**config.mk**
```make
export PLATFORM = sky130hd
export DESIGN_NAME = mux_n_reg_sel_flat
export DESIGN_NICKNAME = d
export VERILOG_FILES = /design/src/rtl/mux_n_reg_sel_if.sv /design/src/rtl/mux_n_reg_sel.sv /design/src/flat_wrapper.sv
export SDC_FILE = /design/constraint.sdc
export NUM_CORES = 1
export LEC_CHECK = 0
export ABC_AREA = 1
export CORE_MARGIN = 4
export CORE_UTILIZATION = 49
export DETAILED_ROUTE_END_ITERATION = 6
export GPL_TIMING_DRIVEN = 0
export PLACE_DENSITY_LB_ADDON = 0.1
export SETUP_SLACK_MARGIN = 0.05
export SYNTH_ARGS = -nofsm -noshare
export SYNTH_HDL_FRONTEND = slang
export SYNTH_SLANG_ARGS = --single-unit
```
**constraint.sdc**
```tcl
create_clock -name CK -period 4.5 [get_ports CK]
set_input_delay 0.45 -clock CK [delete_from_list [all_inputs] [get_ports CK]]
set_output_delay 0.45 -clock CK [all_outputs]
set_load 0.03 [all_outputs]
```
**src/rtl/mux_n_reg_sel_if.sv**
```systemverilog
// Data, enable and select-handshake bundle for the registered N-channel mux.
// The master drives channel data and select requests; the slave returns status and output.
interface mux_n_reg_sel_if #(
  parameter int WIDTH = 8,
  parameter int NCH   = 4
);
  localparam int SELW = (NCH > 2) ? $clog2(NCH) : 1;

  logic [NCH*WIDTH-1:0] D;
  logic                 EN;
  logic                 SEL_REQ;
  logic [SELW-1:0]      SEL_NEW;
  logic                 SEL_ACK;
  logic                 SEL_ERR;
  logic [SELW-1:0]      SEL_CUR;
  logic [WIDTH-1:0]     Z;
  logic                 ZV;

  modport master (
    output D, EN, SEL_REQ, SEL_NEW,
    input  SEL_ACK, SEL_ERR, SEL_CUR, Z, ZV
  );

  modport slave (
    input  D, EN, SEL_REQ, SEL_NEW,
    output SEL_ACK, SEL_ERR, SEL_CUR, Z, ZV
  );
endinterface

```
**src/rtl/mux_n_reg_sel.sv**
```systemverilog
// Registered N-channel mux with handshaked select changes, a blanking cycle,
// out-of-range rejection, an equal-data bypass and an optional second output stage.
module mux_n_reg_sel #(
  parameter int WIDTH = 8,
  parameter int NCH   = 4,
  parameter int PIPE  = 0
) (
  input logic             CK,
  input logic             RST,
  mux_n_reg_sel_if.slave  bus
);
  localparam int SELW = (NCH > 2) ? $clog2(NCH) : 1;
  localparam int NSLOT = 2 ** SELW;
  localparam logic [SELW:0] NCH_W = (SELW + 1)'(NCH);

  typedef enum logic [1:0] {IDLE, BLANK, ACK} state_t;

  state_t           state_q;
  logic [SELW-1:0]  sel_cur_q;
  logic [SELW-1:0]  sel_old_q;
  logic             ack_q;
  logic             err_q;
  logic [WIDTH-1:0] z1_q, z1_d;
  logic             zv1_q, zv1_d;
  logic [WIDTH-1:0] ch [NSLOT];
  logic             sel_in_range;

  // Unused select codes read as zero so every SEL_CUR value indexes a defined slot.
  always_comb begin
    for (int k = 0; k < NSLOT; k++) ch[k] = '0;
    for (int k = 0; k < NCH; k++) ch[k] = bus.D[k*WIDTH +: WIDTH];
  end

  assign sel_in_range = ({1'b0, bus.SEL_NEW} < NCH_W);

  // NOTE: sequential state uses non-blocking assignments so every register
  // samples the pre-edge values, independent of statement order.
  always_ff @(posedge CK) begin
    if (RST) begin
      state_q   <= IDLE;
      sel_cur_q <= '0;
      sel_old_q <= '0;
      ack_q     <= 1'b0;
      err_q     <= 1'b0;
    end else begin
      ack_q <= 1'b0;
      err_q <= 1'b0;
      unique case (state_q)
        IDLE: begin
          if (bus.SEL_REQ) begin
            if (sel_in_range) begin
              state_q   <= BLANK;
              sel_old_q <= sel_cur_q;
              sel_cur_q <= bus.SEL_NEW;
            end else begin
              state_q <= ACK;
              ack_q   <= 1'b1;
              err_q   <= 1'b1;
            end
          end
        end
        BLANK: begin
          state_q <= ACK;
          ack_q   <= 1'b1;
        end
        ACK:     state_q <= IDLE;
        default: state_q <= IDLE;
      endcase
    end
  end

  // NOTE: every always_comb output gets a default first, so no path leaves
  // it unassigned and no latch is inferred.
  always_comb begin
    z1_d  = z1_q;
    zv1_d = 1'b0;
    // During BLANK the old channel may still be on the wire; only identical data is safe.
    if (bus.EN && (state_q != BLANK || ch[sel_old_q] == ch[sel_cur_q])) begin
      z1_d  = ch[sel_cur_q];
      zv1_d = 1'b1;
    end
  end

  always_ff @(posedge CK) begin
    if (RST) begin
      z1_q  <= '0;
      zv1_q <= 1'b0;
    end else begin
      z1_q  <= z1_d;
      zv1_q <= zv1_d;
    end
  end

  generate
    if (PIPE != 0) begin : g_pipe
      logic [WIDTH-1:0] z2_q;
      logic             zv2_q;

      always_ff @(posedge CK) begin
        if (RST) begin
          z2_q  <= '0;
          zv2_q <= 1'b0;
        end else begin
          z2_q  <= z1_q;
          zv2_q <= zv1_q;
        end
      end

      assign bus.Z  = z2_q;
      assign bus.ZV = zv2_q;
    end else begin : g_nopipe
      assign bus.Z  = z1_q;
      assign bus.ZV = zv1_q;
    end
  endgenerate

  assign bus.SEL_ACK = ack_q;
  assign bus.SEL_ERR = err_q;
  assign bus.SEL_CUR = sel_cur_q;
endmodule

```
**src/flat_wrapper.sv**
```systemverilog
// flat-port wrapper written by rule: the top's interface ports become plain ports
module mux_n_reg_sel_flat 
#(
  parameter int WIDTH = 8,
  parameter int NCH   = 4,
  parameter int PIPE  = 0
)
  (CK, RST, bus_D, bus_EN, bus_SEL_REQ, bus_SEL_NEW, bus_SEL_ACK, bus_SEL_ERR, bus_SEL_CUR, bus_Z, bus_ZV);
  mux_n_reg_sel_if #(.WIDTH(WIDTH), .NCH(NCH)) bus_i ();
  input logic CK;
  input logic RST;
  input wire logic [$bits(bus_i.D)-1:0] bus_D;
  input wire logic [$bits(bus_i.EN)-1:0] bus_EN;
  input wire logic [$bits(bus_i.SEL_REQ)-1:0] bus_SEL_REQ;
  input wire logic [$bits(bus_i.SEL_NEW)-1:0] bus_SEL_NEW;
  output wire logic [$bits(bus_i.SEL_ACK)-1:0] bus_SEL_ACK;
  output wire logic [$bits(bus_i.SEL_ERR)-1:0] bus_SEL_ERR;
  output wire logic [$bits(bus_i.SEL_CUR)-1:0] bus_SEL_CUR;
  output wire logic [$bits(bus_i.Z)-1:0] bus_Z;
  output wire logic [$bits(bus_i.ZV)-1:0] bus_ZV;
  assign bus_i.D = bus_D;
  assign bus_i.EN = bus_EN;
  assign bus_i.SEL_REQ = bus_SEL_REQ;
  assign bus_i.SEL_NEW = bus_SEL_NEW;
  assign bus_SEL_ACK = bus_i.SEL_ACK;
  assign bus_SEL_ERR = bus_i.SEL_ERR;
  assign bus_SEL_CUR = bus_i.SEL_CUR;
  assign bus_Z = bus_i.Z;
  assign bus_ZV = bus_i.ZV;
  mux_n_reg_sel #(.WIDTH(WIDTH), .NCH(NCH), .PIPE(PIPE)) u_core (.CK(CK), .RST(RST), .bus(bus_i));
endmodule
```
==> out/results.txt <==
status = finished, final reports clean
WP data required = 4.75 ns
Max Clock Skew = 0.00215 ns
Post-Syn Area = 0.00148 sq mm
post-cts sizing count = 0
DP HPWL = 3.22 mm
routed len/inst = 11.4 um
antenna cell count = 0
Worst Setup SP = u_core.bus.SEL_CUR[0]$_SDFFE_PP0P_
Max FO, Critical Path = 10
type of element launching the critical path = flip-flop
clock share of power = 19.8%
CORE AREA = 0.00283 sq mm
largest net degree at the start of global routing = 11
hold_ws = 0.498 ns
R2R cell count = 17
Yosys top cell area share = 39.3%
Nets = 373
Final ANT Viol Nets = 0
post-layout util = 72.3%
largest family of logic cells by synthesized area = simple AND/OR/NAND/NOR gates
Synth Area in XOR/XNOR = 0%
CTS Sinks = 16
die area = 0.00396 sq mm
Reg clk slew, reported paths = 0.10 ns
io pins = 51
Yosys top cell by area = nand2_1
P&R area growth vs syn = 38.2%
RSZ-0062 raised after global routing = false
count of input and output buffers = 49
endpoints failing hold = 0
share of cells above drive strength 1 = 9.58%
initial DRC count = 109
Async SR Flop Fraction = 0%
final WL = 4.18 mm
vias = 1786
root buffer cell = clkbuf_4
initial antenna violation count = 0
Critical Path End = u_core.bus.Z[3]$_SDFFE_PP0P_
Chip Width = 63.0 um
Critical Path AT = 2.14 ns
H-tree depth = 1
synth warn = 0
kind of critical path = flip-flop to flip-flop
number of global-route vias before repair = 1600
post-synthesis compound-gate area fraction = 2.70%
number of synthesized flops with an enable pin = 0
P_int = 0.307 mW
Fmax achieved = 529 MHz
worst-skew pair later-pin latency = 0.30 ns
total CTS buffers = 3
Hold Buf Count CTS = 0
total gr overflow = 0
combinational power share = 48.3%
Max VDD drop = 0.000234 V
syn avg cell area = 5.27 sq um
CTS Buffer Depth = 2
RR Endpoint = u_core.bus.Z[3]$_SDFFE_PP0P_
Pwr Total = 0.500 mW
setup violators final = 0
num rows = 19
Synth Area in Adders = 0%
Place WS = 2.32 ns
commonest cells in the netlist = nand2_1, nand3_1, inv_1
worst setup margin = 2.61 ns
Post-CTS Setup Repair Bufs = 0
most numerous cell in the Yosys netlist = nand2_1
TritonCTS clock tree = built
pwr dens = 244 mW/mm^2
syn nets = 319
top_reg_cell synth = dfxtp_1
min Tclk post-route = 1.89 ns
switching share of power = 38.5%
reg2reg start = u_core.bus.SEL_CUR[0]$_SDFFE_PP0P_
top post-synthesis cells by area = nand2_1, dfxtp_1, nand3_1
setup_tns = 0 ns
Initial Utilization = 52.3%
Gate Count Post-Synth = 281
DIE HEIGHT = 63.0 um
multiplexer share of the synthesized area = 0%
internal reg-to-reg setup slack = 2.61 ns
proportion of power drawn by flip-flops and latches = 31.9%
GRT Util Overall = 22.3%
Yosys cell types = 20
Placer Congestion = 0.843
Final Cycle Share = 42.0%
DRC Markers = 0
Detailed Routing Iterations Pass 1 = 4
HP Class = flip-flop to flip-flop
Synth Area in Simple Gates = 60.3%
first-pass GRT wire length = 7.24 mm
P_leak = 1.10 nW
register area share after synthesis = 21.6%
switching power = 0.193 mW
total of max-cap violations = 0
Yosys reg bits = 16
pins over their slew limit = 0
routed vias/inst = 4.89
Crit. End Element = flip-flop
## power groups by stage
stage	registers [mW]	logic, mW	clock network [mW]
floorplan	0.181	0.138	0
global placement	0.162	0.238	0
detailed placement	0.163	0.241	0
CTS	0.159	0.242	0.103
global route	0.161	0.272	0.106
finish	0.159	0.242	0.0990
## layout by cell type, fill, tap and decap left out
cell / Yosys / layout
inv_8: 1 / 1
buf_6: 5 / 5
buf_4: 3 / 3
clkbuf_4: 0 / 3
nor3_1: 2 / 2
inv_2: 2 / 2
inv_1: 21 / 21
o21ai_0: 4 / 4
nand3_1: 29 / 29
nand2_2: 9 / 9
nor2_2: 2 / 2
buf_2: 3 / 3
a21oi_1: 4 / 4
clkdlybuf4s50_1: 0 / 49
nor2_1: 20 / 20
nand2_1: 155 / 155
dfxtp_1: 16 / 16
conb_1: 1 / 1
clkinv_1: 1 / 1
clkbuf_8: 0 / 1
buf_12: 1 / 1
inv_6: 1 / 1
nand2_4: 1 / 1
## stage by stage
stage / cell area, sq um / instances
global route: 2050 / 365
global placement: 2010 / 361
detailed placement: 2010 / 361
floorplan: 1480 / 281
finish: 2050 / 365
CTS: 2050 / 365
## logic make-up (layout without fill, tap and decap cells)
| family | Yosys count | in the layout |
|---|---|---|
| AOI/OAI and AO/OA | 8 | 8 |
| and+or+nand+nor | 218 | 218 |
| DFF | 16 | 16 |
| other | 1 | 1 |
| buffers and inverters | 38 | 91 |
## critical path, stage by stage, from the launching register on
cell	delay [ns]
dfxtp_1	0.36
buf_6	0.16
buf_6	0.15
nand2_1	0.06
nand2_1	0.06
nand2_1	0.06
nand2_1	0.12
nand2_1	0.07
nand2_1	0.06
nand2_1	0.06
nor2_1	0.11
nand2_1	0.08
nand2_2	0.07
nand2_4	0.08
buf_6	0.15
nand2_2	0.05
nand2_1	0.06
nor2_2	0.07
## cell type report
class / count / area, sq um
Buffer: 12 / 114
Timing Repair Buffer: 49 / 490
Tap cell: 31 / 38.8
Clock buffer: 4 / 36.3
Fill cell: 275 / 783
Multi-Input combinational cell: 227 / 936
Inverter: 26 / 110
Sequential cell: 16 / 320
## metal layers
metal	global-route usage (%)	part of all wire (%)	vias to the layer above
met5	0	0	-
met4	5.79	1.5	0
met3	5.22	8.1	6
met2	39.0	47	68
met1	27.1	44	757
li1	-	-	955
## state kept, by name, summed over array words and instances (netlist names)
signal and cells:
u_core.bus.ZV 1, u_core.state_q 2, u_core.sel_old_q 2, u_core.bus.SEL_ACK 1, u_core.bus.Z 8, u_core.bus.SEL_CUR 2
## worst min path at each step
stage	startpoint	slack [ns]	endpoint	cells after the start
after floorplan	u_core.state_q[1]$_SDFFE_PP0P_	0.45	u_core.bus.SEL_ACK$_SDFF_PP0_	1
after global placement	u_core.state_q[1]$_SDFFE_PP0P_	0.47	u_core.state_q[1]$_SDFFE_PP0P_	1
after detailed placement	u_core.state_q[0]$_SDFFE_PP0P_	0.49	u_core.bus.SEL_ACK$_SDFF_PP0_	2
after CTS	u_core.state_q[0]$_SDFFE_PP0P_	0.50	u_core.bus.SEL_ACK$_SDFF_PP0_	2
after global routing	u_core.state_q[0]$_SDFFE_PP0P_	0.54	u_core.bus.SEL_ACK$_SDFF_PP0_	2
final	u_core.state_q[0]$_SDFFE_PP0P_	0.50	u_core.bus.SEL_ACK$_SDFF_PP0_	2
Note: power is estimated with default switching activity, not from simulation.
==> variant: new RTL, config.mk and constraints unchanged <==
`PIPE` is set to 0 in 2 places; all go to 1.
--- a/src/rtl/mux_n_reg_sel.sv
+++ b/src/rtl/mux_n_reg_sel.sv
@@ -4,5 +4,5 @@
   parameter int WIDTH = 8,
   parameter int NCH   = 4,
-  parameter int PIPE  = 0
+  parameter int PIPE  = 1
 ) (
   input logic             CK,
--- a/src/flat_wrapper.sv
+++ b/src/flat_wrapper.sv
@@ -4,5 +4,5 @@
   parameter int WIDTH = 8,
   parameter int NCH   = 4,
-  parameter int PIPE  = 0
+  parameter int PIPE  = 1
 )
   (CK, RST, bus_D, bus_EN, bus_SEL_REQ, bus_SEL_NEW, bus_SEL_ACK, bus_SEL_ERR, bus_SEL_CUR, bus_Z, bus_ZV);
Function: changed (a bounded check fails within 4 cycles, from zero or initial values and one cycle with RST high).
==> variant against the unedited design <==
  * First-iteration DRC count is 12% higher
  * Worst setup slack worse by 0.068 ns
  * Routed wire length up 1.9%
  * Combinational power up 3%
  * Area after synthesis is 20% higher
  * Register-to-register slack improved by 0.06 ns
  * Clock skew rose by 0.012 ns
  * Sequential cell count increased by 9
  * Cell count is 9.6% higher
  * Final area up 15%
  * Power is 19% higher
  * Sequential share of layout area is 5.7 points higher
  * Sequential power increased by 55%
==> variant: results (changes against the unedited design) <==
leakage component of the power=1.31 nW (was 1.10 nW); drt wl/cell=10.6 um (was 11.4 um); mean area per synthesized cell=5.90 um^2 (was 5.27 um^2); number of nets produced by synthesis=340 (was 319); antenna diode instance count=0 (unchanged); maximum number of pins on one net before global-route repair=16 (was 11); delay of the slowest critical-path stage=0.72 ns (was 0.36 ns); share of final-layout standard cells stronger than drive strength 1=12.7% (was 9.58%); startpoint of the tightest hold check path=u_core.zv1_q$_SDFF_PP0_ (was u_core.state_q[0]$_SDFFE_PP0P_); Distinct cells, synth=24 (was 20); setup skew after layout=0.0139 ns (was 0.00215 ns); end point of the critical path=bus_SEL_CUR[1] (was u_core.bus.Z[3]$_SDFFE_PP0P_); R2R Setup Slk=2.67 ns (was 2.61 ns); global-route wire length before repair=6990 um (was 7240 um); total of buffers placed on input and output ports=48 (was 49); final wirelength=4260 um (was 4180 um); maximum count of clock buffers along a single path=2 (unchanged); Crit Path Max Fanout=5 (was 10); post-CTS resize count=0 (unchanged); clock-pin slew of the registers on the worst-case setup and hold paths=0.14 ns (was 0.10 ns); placed wire-length estimate=3350 um (was 3220 um); Fin Hold WS=0.412 ns (was 0.498 ns); worst endpoint data arrival time=1.51 ns (was 2.14 ns); final net count=393 (was 373); vias per inst=4.78 (was 4.89); Worst VDD drop=189 uV (was 234 uV); dominant cells by area after synthesis=sky130_fd_sc_hd__nand2_1, sky130_fd_sc_hd__dfxtp_1, sky130_fd_sc_hd__nand3_1 (unchanged); global-route usage over all layers=19.5% (was 22.3%); worst skew pair latency=0.32 ns (was 0.30 ns); hold worst-path end=u_core.bus.ZV$_SDFF_PP0_ (was u_core.bus.SEL_ACK$_SDFF_PP0_); top cell family by delay on the critical path=buffers and inverters (was simple AND/OR/NAND/NOR gates); detailed router's first-iteration violation count=122 (was 109); part of the Yosys area used for sequential elements=28.1% (was 21.6%); total instance count after detailed placement=396 (was 361); Slowest cell on crit path=sky130_fd_sc_hd__clkdlybuf4s50_1 (was sky130_fd_sc_hd__dfxtp_1); GPL Wtd Cong=0.902 (was 0.843); FF-to-FF path depth=16 (was 17); run status=complete, no violations (unchanged); worst reg2reg endpoint=u_core.z1_q[2]$_SDFFE_PP0P_ (was u_core.bus.Z[3]$_SDFFE_PP0P_); vias in the first global route=1682 (was 1600); CP Launch Point=u_core.bus.SEL_CUR[1]$_SDFFE_PP0P_ (was u_core.bus.SEL_CUR[0]$_SDFFE_PP0P_); most frequent cells after synthesis=sky130_fd_sc_hd__nand2_1, sky130_fd_sc_hd__nand3_1, sky130_fd_sc_hd__inv_1 (unchanged)
## variant: changes by cell type after synthesis, sizes merged
cell / delta
dfxtp: +9
clkbuf: +1
nand3: +11
nand2: +6
nor2: -16
buf: -1
inv: +11
## variant: where the power goes
part           switching (mW)  internal, mW  total (mW)
logic                   0.142         0.107       0.249
clock network          0.0659        0.0340      0.0998
registers             0.00672         0.240       0.247
## variant: stage by stage
stage                     setup slack [ns]  cell area, um^2
final                                 2.54             2350
after global routing                  2.45             2350
after CTS                             2.52             2350
after detailed placement              2.42             2320
after global placement                2.44             2320
after floorplan                       2.73             1780
## variant: kinds of logic (layout without fill, tap and decap cells)
group / Yosys count / in the layout / synth area share (%)
AO/OA/AOI/OAI: 8 / 8 / 2.25
buffers and inverters: 49 / 101 / 15.2
flip-flops: 25 / 25 / 28.1
other: 1 / 1 / 0.211
AND/OR/NAND/NOR: 219 / 219 / 54.2
## variant: routing by layer
layer,GRT usage (%),share of wire [%],vias up
met4,3.97,1.0,0
met3,3.78,6.4,4
li1,-,-,1019
met1,24.7,45,832
met5,0,0,-
met2,34.3,47,57
## variant: cell type report
| cell class | count | area, um^2 |
|---|---|---|
| clock inverter | 1 | 7.51 |
| fill | 306 | 1070 |
| clock buffer | 3 | 22.5 |
| sequential | 25 | 500 |
| inverter | 37 | 151 |
| multi-input combinational | 228 | 1010 |
| tap | 46 | 57.6 |
| timing repair buffer | 48 | 480 |
| buffer | 12 | 120 |
